**src/rtl/astro_loader_pkg.sv**
```systemverilog
// Shared state encoding, image indices and power-of-two sizing helper for the Astrocade loader.
// No timing or handshake of its own.
package astro_loader_pkg;

  typedef enum logic [1:0] {IDLE, LOAD, FILL} state_t;

  localparam logic [7:0] CART_INDEX_DEF = 8'd1;
  localparam logic [7:0] BIOS_INDEX_DEF = 8'd0;
  localparam int         SIZE_W         = 14;
  localparam int         CART_MAX       = 8192;

  // Smallest power of two >= x (x=0 gives 1), clamped to the 8 KB window.
  function automatic logic [SIZE_W-1:0] ceil_pow2(input logic [SIZE_W-1:0] x);
    logic [SIZE_W:0] r;
    r = (SIZE_W+1)'(1);
    for (int i = 0; i < SIZE_W; i++) begin
      if (r < {1'b0, x}) r = r << 1;
    end
    if (r > (SIZE_W+1)'(CART_MAX)) r = (SIZE_W+1)'(CART_MAX);
    return r[SIZE_W-1:0];
  endfunction

endpackage

```
**src/rtl/astro_pow2_mask.sv**
```systemverilog
// Rounds a cart length up to its mirror size P (>= MIN_CART_BYTES, <= 8 KB) and mask P-1.
// Purely combinational, zero latency, no backpressure.
module astro_pow2_mask
  import astro_loader_pkg::*;
#(
  parameter int ADDR_W         = 13,
  parameter int MIN_CART_BYTES = 2048
) (
  input  logic [SIZE_W-1:0] i_size,
  output logic [SIZE_W-1:0] o_pow2,
  output logic [ADDR_W-1:0] o_mask
);

  logic [SIZE_W-1:0] pow2;

  always_comb begin
    pow2 = ceil_pow2(i_size);
    if (pow2 < SIZE_W'(MIN_CART_BYTES)) pow2 = SIZE_W'(MIN_CART_BYTES);
    o_pow2 = pow2;
    o_mask = ADDR_W'(pow2 - SIZE_W'(1));
  end

endmodule

```
**src/rtl/astro_cart_loader.sv**
```systemverilog
// ioctl -> cart/BIOS dpram loader with power-of-two padding and mirror mask; write latency 1 cycle,
// stalls hps_io via O_IOCTL_WAIT only during FILL. Optional checksum: ASTRO_CART_CKSUM_EN.
module astro_cart_loader
  import astro_loader_pkg::*;
#(
  parameter int         ADDR_W         = 13,
  parameter int         MIN_CART_BYTES = 2048,
  parameter logic [7:0] FILL_BYTE      = 8'hFF,
  parameter logic [7:0] CART_INDEX     = CART_INDEX_DEF,
  parameter logic [7:0] BIOS_INDEX     = BIOS_INDEX_DEF
) (
  input  logic              CLK,
  input  logic              I_RESET_L,
  input  logic              I_IOCTL_DOWNLOAD,
  input  logic              I_IOCTL_WR,
  input  logic [24:0]       I_IOCTL_ADDR,
  input  logic [7:0]        I_IOCTL_DOUT,
  input  logic [7:0]        I_IOCTL_INDEX,
  output logic              O_IOCTL_WAIT,
  output logic [ADDR_W-1:0] O_RAM_ADDR,
  output logic [7:0]        O_RAM_DATA,
  output logic              O_CART_WE,
  output logic              O_BIOS_WE,
  output logic              O_BUSY,
  output logic [13:0]       O_CART_SIZE,
  output logic              O_OVERSIZE,
`ifdef ASTRO_CART_CKSUM_EN
  output logic [15:0]       O_CKSUM,
  output logic              O_CKSUM_VALID,
`endif
  input  logic [ADDR_W-1:0] I_CAS_ADDR,
  output logic [ADDR_W-1:0] O_CAS_ADDR
);

  state_t              state_q, state_d;
  logic [7:0]          index_q, index_d;
  logic [ADDR_W-1:0]   ram_addr_q, ram_addr_d;
  logic [7:0]          ram_data_q, ram_data_d;
  logic                cart_we_q, cart_we_d;
  logic                bios_we_q, bios_we_d;
  logic [SIZE_W-1:0]   size_q, size_d;
  logic [SIZE_W-1:0]   fill_cnt_q, fill_cnt_d;
  logic                oversize_q, oversize_d;
  logic [ADDR_W-1:0]   mask_q, mask_d;

  logic [SIZE_W-1:0]   pow2;
  logic [ADDR_W-1:0]   pow2_mask;
  logic                wr_take;
  logic                wr_in_range;
  logic [7:0]          cur_index;
  logic [SIZE_W-1:0]   cur_size;
  logic [SIZE_W-1:0]   wr_end;

`ifdef ASTRO_CART_CKSUM_EN
  logic [15:0]         cksum_q, cksum_d, cur_cksum;
  logic                cksum_vld_q, cksum_vld_d;
`endif

  astro_pow2_mask #(
    .ADDR_W         (ADDR_W),
    .MIN_CART_BYTES (MIN_CART_BYTES)
  ) u_pow2_mask (
    .i_size (size_q),
    .o_pow2 (pow2),
    .o_mask (pow2_mask)
  );

  assign wr_in_range = (I_IOCTL_ADDR < 25'(CART_MAX));
  assign wr_end      = SIZE_W'(I_IOCTL_ADDR[ADDR_W-1:0]) + SIZE_W'(1);

  always_comb begin
    state_d    = state_q;
    index_d    = index_q;
    ram_addr_d = ram_addr_q;
    ram_data_d = ram_data_q;
    cart_we_d  = 1'b0;
    bios_we_d  = 1'b0;
    size_d     = size_q;
    fill_cnt_d = fill_cnt_q;
    oversize_d = oversize_q;
    mask_d     = mask_q;
    wr_take    = 1'b0;
    cur_index  = index_q;
    cur_size   = size_q;
`ifdef ASTRO_CART_CKSUM_EN
    cksum_d     = cksum_q;
    cksum_vld_d = cksum_vld_q;
    cur_cksum   = cksum_q;
`endif

    case (state_q)
      IDLE: begin
        // A byte arriving in the same cycle as the DOWNLOAD rise is taken against the new index.
        if (I_IOCTL_DOWNLOAD) begin
          index_d   = I_IOCTL_INDEX;
          cur_index = I_IOCTL_INDEX;
          wr_take   = I_IOCTL_WR;
          state_d   = LOAD;
          if (I_IOCTL_INDEX == CART_INDEX) begin
            size_d     = '0;
            cur_size   = '0;
            oversize_d = 1'b0;
            mask_d     = '1;
`ifdef ASTRO_CART_CKSUM_EN
            cksum_d     = '0;
            cur_cksum   = '0;
            cksum_vld_d = 1'b0;
`endif
          end
        end
      end
      LOAD: begin
        if (I_IOCTL_DOWNLOAD) begin
          wr_take = I_IOCTL_WR;
        end else begin
          state_d = IDLE;
          if (index_q == CART_INDEX) begin
            if (size_q == '0) begin
              mask_d = '1;
            end else if (size_q < pow2) begin
              state_d    = FILL;
              fill_cnt_d = size_q;
            end else begin
              mask_d = pow2_mask;
            end
`ifdef ASTRO_CART_CKSUM_EN
            cksum_vld_d = (state_d == IDLE);
`endif
          end
        end
      end
      FILL: begin
        ram_addr_d = fill_cnt_q[ADDR_W-1:0];
        ram_data_d = FILL_BYTE;
        cart_we_d  = 1'b1;
        fill_cnt_d = fill_cnt_q + SIZE_W'(1);
        if (fill_cnt_q == pow2 - SIZE_W'(1)) begin
          mask_d  = pow2_mask;
          state_d = IDLE;
`ifdef ASTRO_CART_CKSUM_EN
          cksum_vld_d = 1'b1;
`endif
        end
      end
      default: state_d = IDLE;
    endcase

    if (wr_take) begin
      if (wr_in_range) begin
        ram_addr_d = I_IOCTL_ADDR[ADDR_W-1:0];
        ram_data_d = I_IOCTL_DOUT;
        if (cur_index == CART_INDEX) begin
          cart_we_d = 1'b1;
          if (wr_end > cur_size) size_d = wr_end;
`ifdef ASTRO_CART_CKSUM_EN
          cksum_d = cur_cksum + {8'h00, I_IOCTL_DOUT};
`endif
        end else if (cur_index == BIOS_INDEX) begin
          bios_we_d = 1'b1;
        end
      end else if (cur_index == CART_INDEX) begin
        oversize_d = 1'b1;
        size_d     = SIZE_W'(CART_MAX);
      end
    end
  end

  always_ff @(posedge CLK or negedge I_RESET_L) begin
    if (!I_RESET_L) begin
      state_q    <= IDLE;
      index_q    <= '0;
      ram_addr_q <= '0;
      ram_data_q <= '0;
      cart_we_q  <= 1'b0;
      bios_we_q  <= 1'b0;
      size_q     <= '0;
      fill_cnt_q <= '0;
      oversize_q <= 1'b0;
      mask_q     <= '1;
`ifdef ASTRO_CART_CKSUM_EN
      cksum_q     <= '0;
      cksum_vld_q <= 1'b0;
`endif
    end else begin
      state_q    <= state_d;
      index_q    <= index_d;
      ram_addr_q <= ram_addr_d;
      ram_data_q <= ram_data_d;
      cart_we_q  <= cart_we_d;
      bios_we_q  <= bios_we_d;
      size_q     <= size_d;
      fill_cnt_q <= fill_cnt_d;
      oversize_q <= oversize_d;
      mask_q     <= mask_d;
`ifdef ASTRO_CART_CKSUM_EN
      cksum_q     <= cksum_d;
      cksum_vld_q <= cksum_vld_d;
`endif
    end
  end

  // BUSY also covers the trailing registered write so reset is held until the last byte lands.
  assign O_BUSY       = (state_q != IDLE) | cart_we_q | bios_we_q;
  assign O_IOCTL_WAIT = (state_q == FILL) & I_IOCTL_DOWNLOAD;
  assign O_RAM_ADDR   = ram_addr_q;
  assign O_RAM_DATA   = ram_data_q;
  assign O_CART_WE    = cart_we_q;
  assign O_BIOS_WE    = bios_we_q;
  assign O_CART_SIZE  = size_q;
  assign O_OVERSIZE   = oversize_q;
  assign O_CAS_ADDR   = I_CAS_ADDR & mask_q;
`ifdef ASTRO_CART_CKSUM_EN
  assign O_CKSUM       = cksum_q;
  assign O_CKSUM_VALID = cksum_vld_q & (state_q == IDLE);
`endif

endmodule
```
**config.mk**
```make
export PLATFORM = sky130hd
export DESIGN_NAME = astro_cart_loader
export DESIGN_NICKNAME = d
export VERILOG_FILES = /design/src/rtl/astro_loader_pkg.sv /design/src/rtl/astro_pow2_mask.sv /design/src/rtl/astro_cart_loader.sv
export SDC_FILE = /design/constraint.sdc
export NUM_CORES = 1
export LEC_CHECK = 0
export CAP_MARGIN = 20
export CORE_AREA = 5 5 184 186
export DETAILED_ROUTE_END_ITERATION = 10
export DIE_AREA = 0 0 189 191
export GPL_TIMING_DRIVEN = 0
export MAX_ROUTING_LAYER = met4
export PLACE_DENSITY = 0.6
export SLEW_MARGIN = 20
export SYNTH_ARGS = -nofsm -noshare
export SYNTH_HDL_FRONTEND = slang
export SYNTH_SLANG_ARGS = --single-unit
```
**constraint.sdc**
```tcl
create_clock -name CLK -period 43.9 [get_ports CLK]
set_input_delay 4.39 -clock CLK [delete_from_list [all_inputs] [get_ports CLK]]
set_output_delay 4.39 -clock CLK [all_outputs]
set_load 0.01 [all_outputs]
```
==> results.txt <==
The critical path capture point is fill_cnt_q[11]. Summed over all failing endpoints, the final setup total negative slack is 0 ps. The combined global-route utilization of all metal layers came out at 18.1%.

The proportion of layout cells with a drive suffix above 1 is 7.81%. The number of different library cells used by synthesis comes to 96. The number of vias in the routed layout is 9892. The synthesized area per cell came out at 7.82 um^2. The tightest min-delay check is of the reg -> reg type. In this design, the critical path's most frequently occurring cell is sky130_fd_sc_hd__ha_1. The total of max-cap violations is 0. The first global-routing pass estimated 52200 um of wire. TritonCTS built the clock tree. The worst path in the final design needs a cycle of 34440 ps, including I/O delays and setup.

The biggest fanout along the worst timing path came out at 10. The flow ran to the end, and the final reports show no timing, DRC or antenna violations. For this run the aggregate overflow at the end of global routing stands at 0.

The height of the chip is 191 um. The net count reported at finish is 1523. The clock reaches the later pin of the worst-skew pair after 340 ps. The most area-hungry cell type in the Yosys netlist is sky130_fd_sc_hd__ha_1. The synthesis-to-finish area growth is 20.7%.

sky130_fd_sc_hd__nor2_1 is the most common cell in the netlist. In the final routed layout, each cell accounts on average for 18.4 um. The maximum number of pins on one net before global-route repair is 55. The share of flip-flops with an asynchronous set or reset after synthesis is 100%.

The largest stage delay on the critical path is 820 ps. Yosys printed 0 warnings. The final max-slew violation count came to 0. The die covers 0.0361 mm^2. The worst max-slew margin expressed relative to the limit came out at 39.0%. The number of global-route vias before repair is 9803. The most utilized layer in the global route result is met2. The clock-pin slew reported for the worst setup and hold paths after clock tree synthesis came out at 60 ps. The met3 usage in global routing came out at 2.41%.

The post-synthesis sequential element count came out at 75. The total wirelength of the detailed-routed design came out at 32200 um. The starting density of the core came out at 29.4%. The data arrival time of the worst path is 34620 ps. The met1 global-route usage is 22.5%. The count of clock tree sinks came out at 75.

The tree is rooted in a sky130_fd_sc_hd__clkbuf_16. The number of cells on the worst reg-to-reg path is 134. The internal reg-to-reg setup slack came out at 9460 ps.

The final count of negative-setup-slack endpoints is 0. The top cell type by area accounts for 16.7% of the synthesized area. The worst setup path is captured at a register. The number of buffer and inverter stages on the critical path came out at 21.

111 I/O pins were placed. The remaining routing DRC violations came out at 0. The worst-path cell with the longest stage delay is sky130_fd_sc_hd__a2111oi_0.

The critical path crosses 134 cells after its start point. Setup repair after global routing left no endpoint under its margin. By area the synthesized netlist is led by sky130_fd_sc_hd__ha_1 17%, sky130_fd_sc_hd__dfrtp_1 16%, sky130_fd_sc_hd__a21oi_1 5.9%. The pre-antenna-repair detailed-routing pass consisted of 5 iterations. The HPWL reported at the end of detailed placement is 25500 um. The number of rows in the core area is 66. By count the netlist is led by 131 x sky130_fd_sc_hd__nor2_1, 126 x sky130_fd_sc_hd__ha_1, 112 x sky130_fd_sc_hd__a21oi_1. The worst register-to-register path begins at O_CART_SIZE[13]. The number of antenna-violating nets in the routed design came out at 0.

The combined area of all synthesized cells came out at 0.00945 mm^2. The number of H-tree levels came out at 3. The gate family responsible for the most delay along the worst path is compound AO/OA/AOI/OAI gates.

The die boundary width is 189 um. The pin slew with the least headroom to its limit came out at 892 ps. The hold-fix buffer count after cts came out at 0. The number of antenna violations at the first check in global routing is 0. Clock skew on the completed layout was measured at 7.21 ps. The count of cells resized by post-cts repair is 0. Yosys mapped a number of flops with a built-in enable equal to 0. The number of clock buffers inserted by TritonCTS is 9. The met2 track utilization from global routing came out at 29.5%. In this run the post-CTS setup repair buffer count came out at 0. The post-synthesis cell count is 1208. The repair_antennas step left the layout with diodes totalling 0. The routed via count divided by cell count came out at 5.65. The worst register-to-register path ends at fill_cnt_q[11].

The count of buffers added on input and output ports is 110. The placer's final routability congestion estimate is 0.921. The setup path with the least slack is of type reg -> reg. The worst setup path is launched from a register. The number of hold violations in the final report came out at 0.

The clock passes through at most 2 buffers. Among all flip-flop cells after synthesis, the most frequent one is sky130_fd_sc_hd__dfrtp_1. The portion of the clock cycle consumed by the worst path in the final layout came out at 78.4%. After floorplanning, the core was sized to cover 0.0321 mm^2. For this block, the initial DRC count from the detailed router was 662. The worst setup path startpoint is O_CART_SIZE[13]. The worst endpoint required time came out at 44090 ps. The share of the Yosys chip area taken by registers is 20.0%. The maximum frequency from static timing analysis came out at 0.0290 GHz.
-- worst min path at each step --
| stage | slack, ps | cells after the start | end | startpoint |
|---|---|---|---|---|
| after floorplan | 490 | 2 | mask_q[0] | mask_q[0] |
| after global placement | 490 | 1 | O_OVERSIZE | O_OVERSIZE |
| after global routing | 540 | 1 | O_OVERSIZE | O_OVERSIZE |
| final | 520 | 1 | O_OVERSIZE | O_OVERSIZE |
| after CTS | 510 | 1 | O_OVERSIZE | O_OVERSIZE |
| after detailed placement | 490 | 1 | O_OVERSIZE | O_OVERSIZE |
-- routing by layer --
metal  share of wire (%)  up-vias  wire [um]
li1                    -     4780          -
met1                  44     4663      14300
met2                  47      360      15000
met3                 5.3       89       1700
met4                 3.7        0       1180
met5                   0        -          0
-- cells by family after synthesis --
logic type                 after synthesis  synth area share, %
other                                    1               0.0397
DFF                                     75                 20.0
AOI/OAI and AO/OA                      370                 27.1
xor gates and xnor gates                19                 1.99
muxes                                   51                 5.68
buffers and inverters                  120                 5.07
and+or+nand+nor                        446                 23.5
adders and majority gates              126                 16.7
-- layout make-up --
| type | count | area (um^2) |
|---|---|---|
| inverters | 64 | 240 |
| clock buffers | 12 | 258 |
| clock inverters | 4 | 23.8 |
| well taps | 408 | 510 |
| flip-flops and latches | 75 | 1890 |
| plain buffers | 56 | 239 |
| fillers | 3331 | 20700 |
| repair buffers | 111 | 1130 |
| multi-input cells | 1022 | 7110 |
-- worst register-to-register path, delay by kind of cell (launching register included) --
kind,cells,cell delay (ps)
muxes,2,660
AOI/OAI and AO/OA,60,15740
buffers and inverters,21,6120
adders and majority gates,14,4230
DFF,1,450
and+or+nand+nor,36,6910
xor gates and xnor gates,1,200
-- stage by stage --
| stage | area (um^2) | utilization (%) | setup WS [ps] | hold slack (ps) | instances |
|---|---|---|---|---|---|
| finish | 11400 | 35.5 | 9460 | 515 | 1752 |
| global route | 11400 | 35.5 | 6780 | 537 | 1752 |
| floorplan | 9480 | - | 17770 | 493 | 1217 |
| CTS | 11400 | 35.5 | 10080 | 511 | 1752 |
| global placement | 11100 | 34.5 | 10420 | 492 | 1735 |
| detailed placement | 11100 | 34.6 | 10210 | 494 | 1736 |
-- state kept, by name, indices dropped and copies added (netlist names) --
| register | cells |
|---|---|
| O_BIOS_WE | 1 |
| O_CART_WE | 1 |
| mask_q | 13 |
| fill_cnt_q | 14 |
| O_RAM_DATA | 8 |
| state_q | 2 |
| O_RAM_ADDR | 13 |
| O_OVERSIZE | 1 |
| index_q | 8 |
| O_CART_SIZE | 14 |
-- layout by cell type (no fill, tap or decap), types with 13 or more instances in the layout --
| cell | synthesis | final |
|---|---|---|
| sky130_fd_sc_hd__nor2_1 | 131 | 131 |
| sky130_fd_sc_hd__and2_1 | 21 | 21 |
| sky130_fd_sc_hd__inv_1 | 62 | 62 |
| sky130_fd_sc_hd__dfstp_2 | 13 | 13 |
| sky130_fd_sc_hd__mux2i_1 | 30 | 30 |
| sky130_fd_sc_hd__nor3_1 | 26 | 26 |
| sky130_fd_sc_hd__clkbuf_1 | 39 | 41 |
| sky130_fd_sc_hd__a21oi_1 | 112 | 112 |
| sky130_fd_sc_hd__nor4_1 | 14 | 14 |
| sky130_fd_sc_hd__o211ai_1 | 14 | 14 |
| sky130_fd_sc_hd__ha_1 | 126 | 126 |
| sky130_fd_sc_hd__clkdlybuf4s50_1 | 0 | 109 |
| sky130_fd_sc_hd__mux2_2 | 13 | 13 |
| sky130_fd_sc_hd__nand2_1 | 104 | 104 |
| sky130_fd_sc_hd__o21a_1 | 14 | 14 |
| sky130_fd_sc_hd__nand4_1 | 27 | 27 |
| sky130_fd_sc_hd__a211oi_1 | 14 | 14 |
| sky130_fd_sc_hd__nand3_1 | 48 | 48 |
| sky130_fd_sc_hd__o21ai_0 | 66 | 66 |
| sky130_fd_sc_hd__dfrtp_1 | 62 | 62 |
| sky130_fd_sc_hd__o22ai_1 | 17 | 17 |
Power is not shown: default switching activity piles up to over one toggle a cycle in this logic, so the estimate is an artifact.
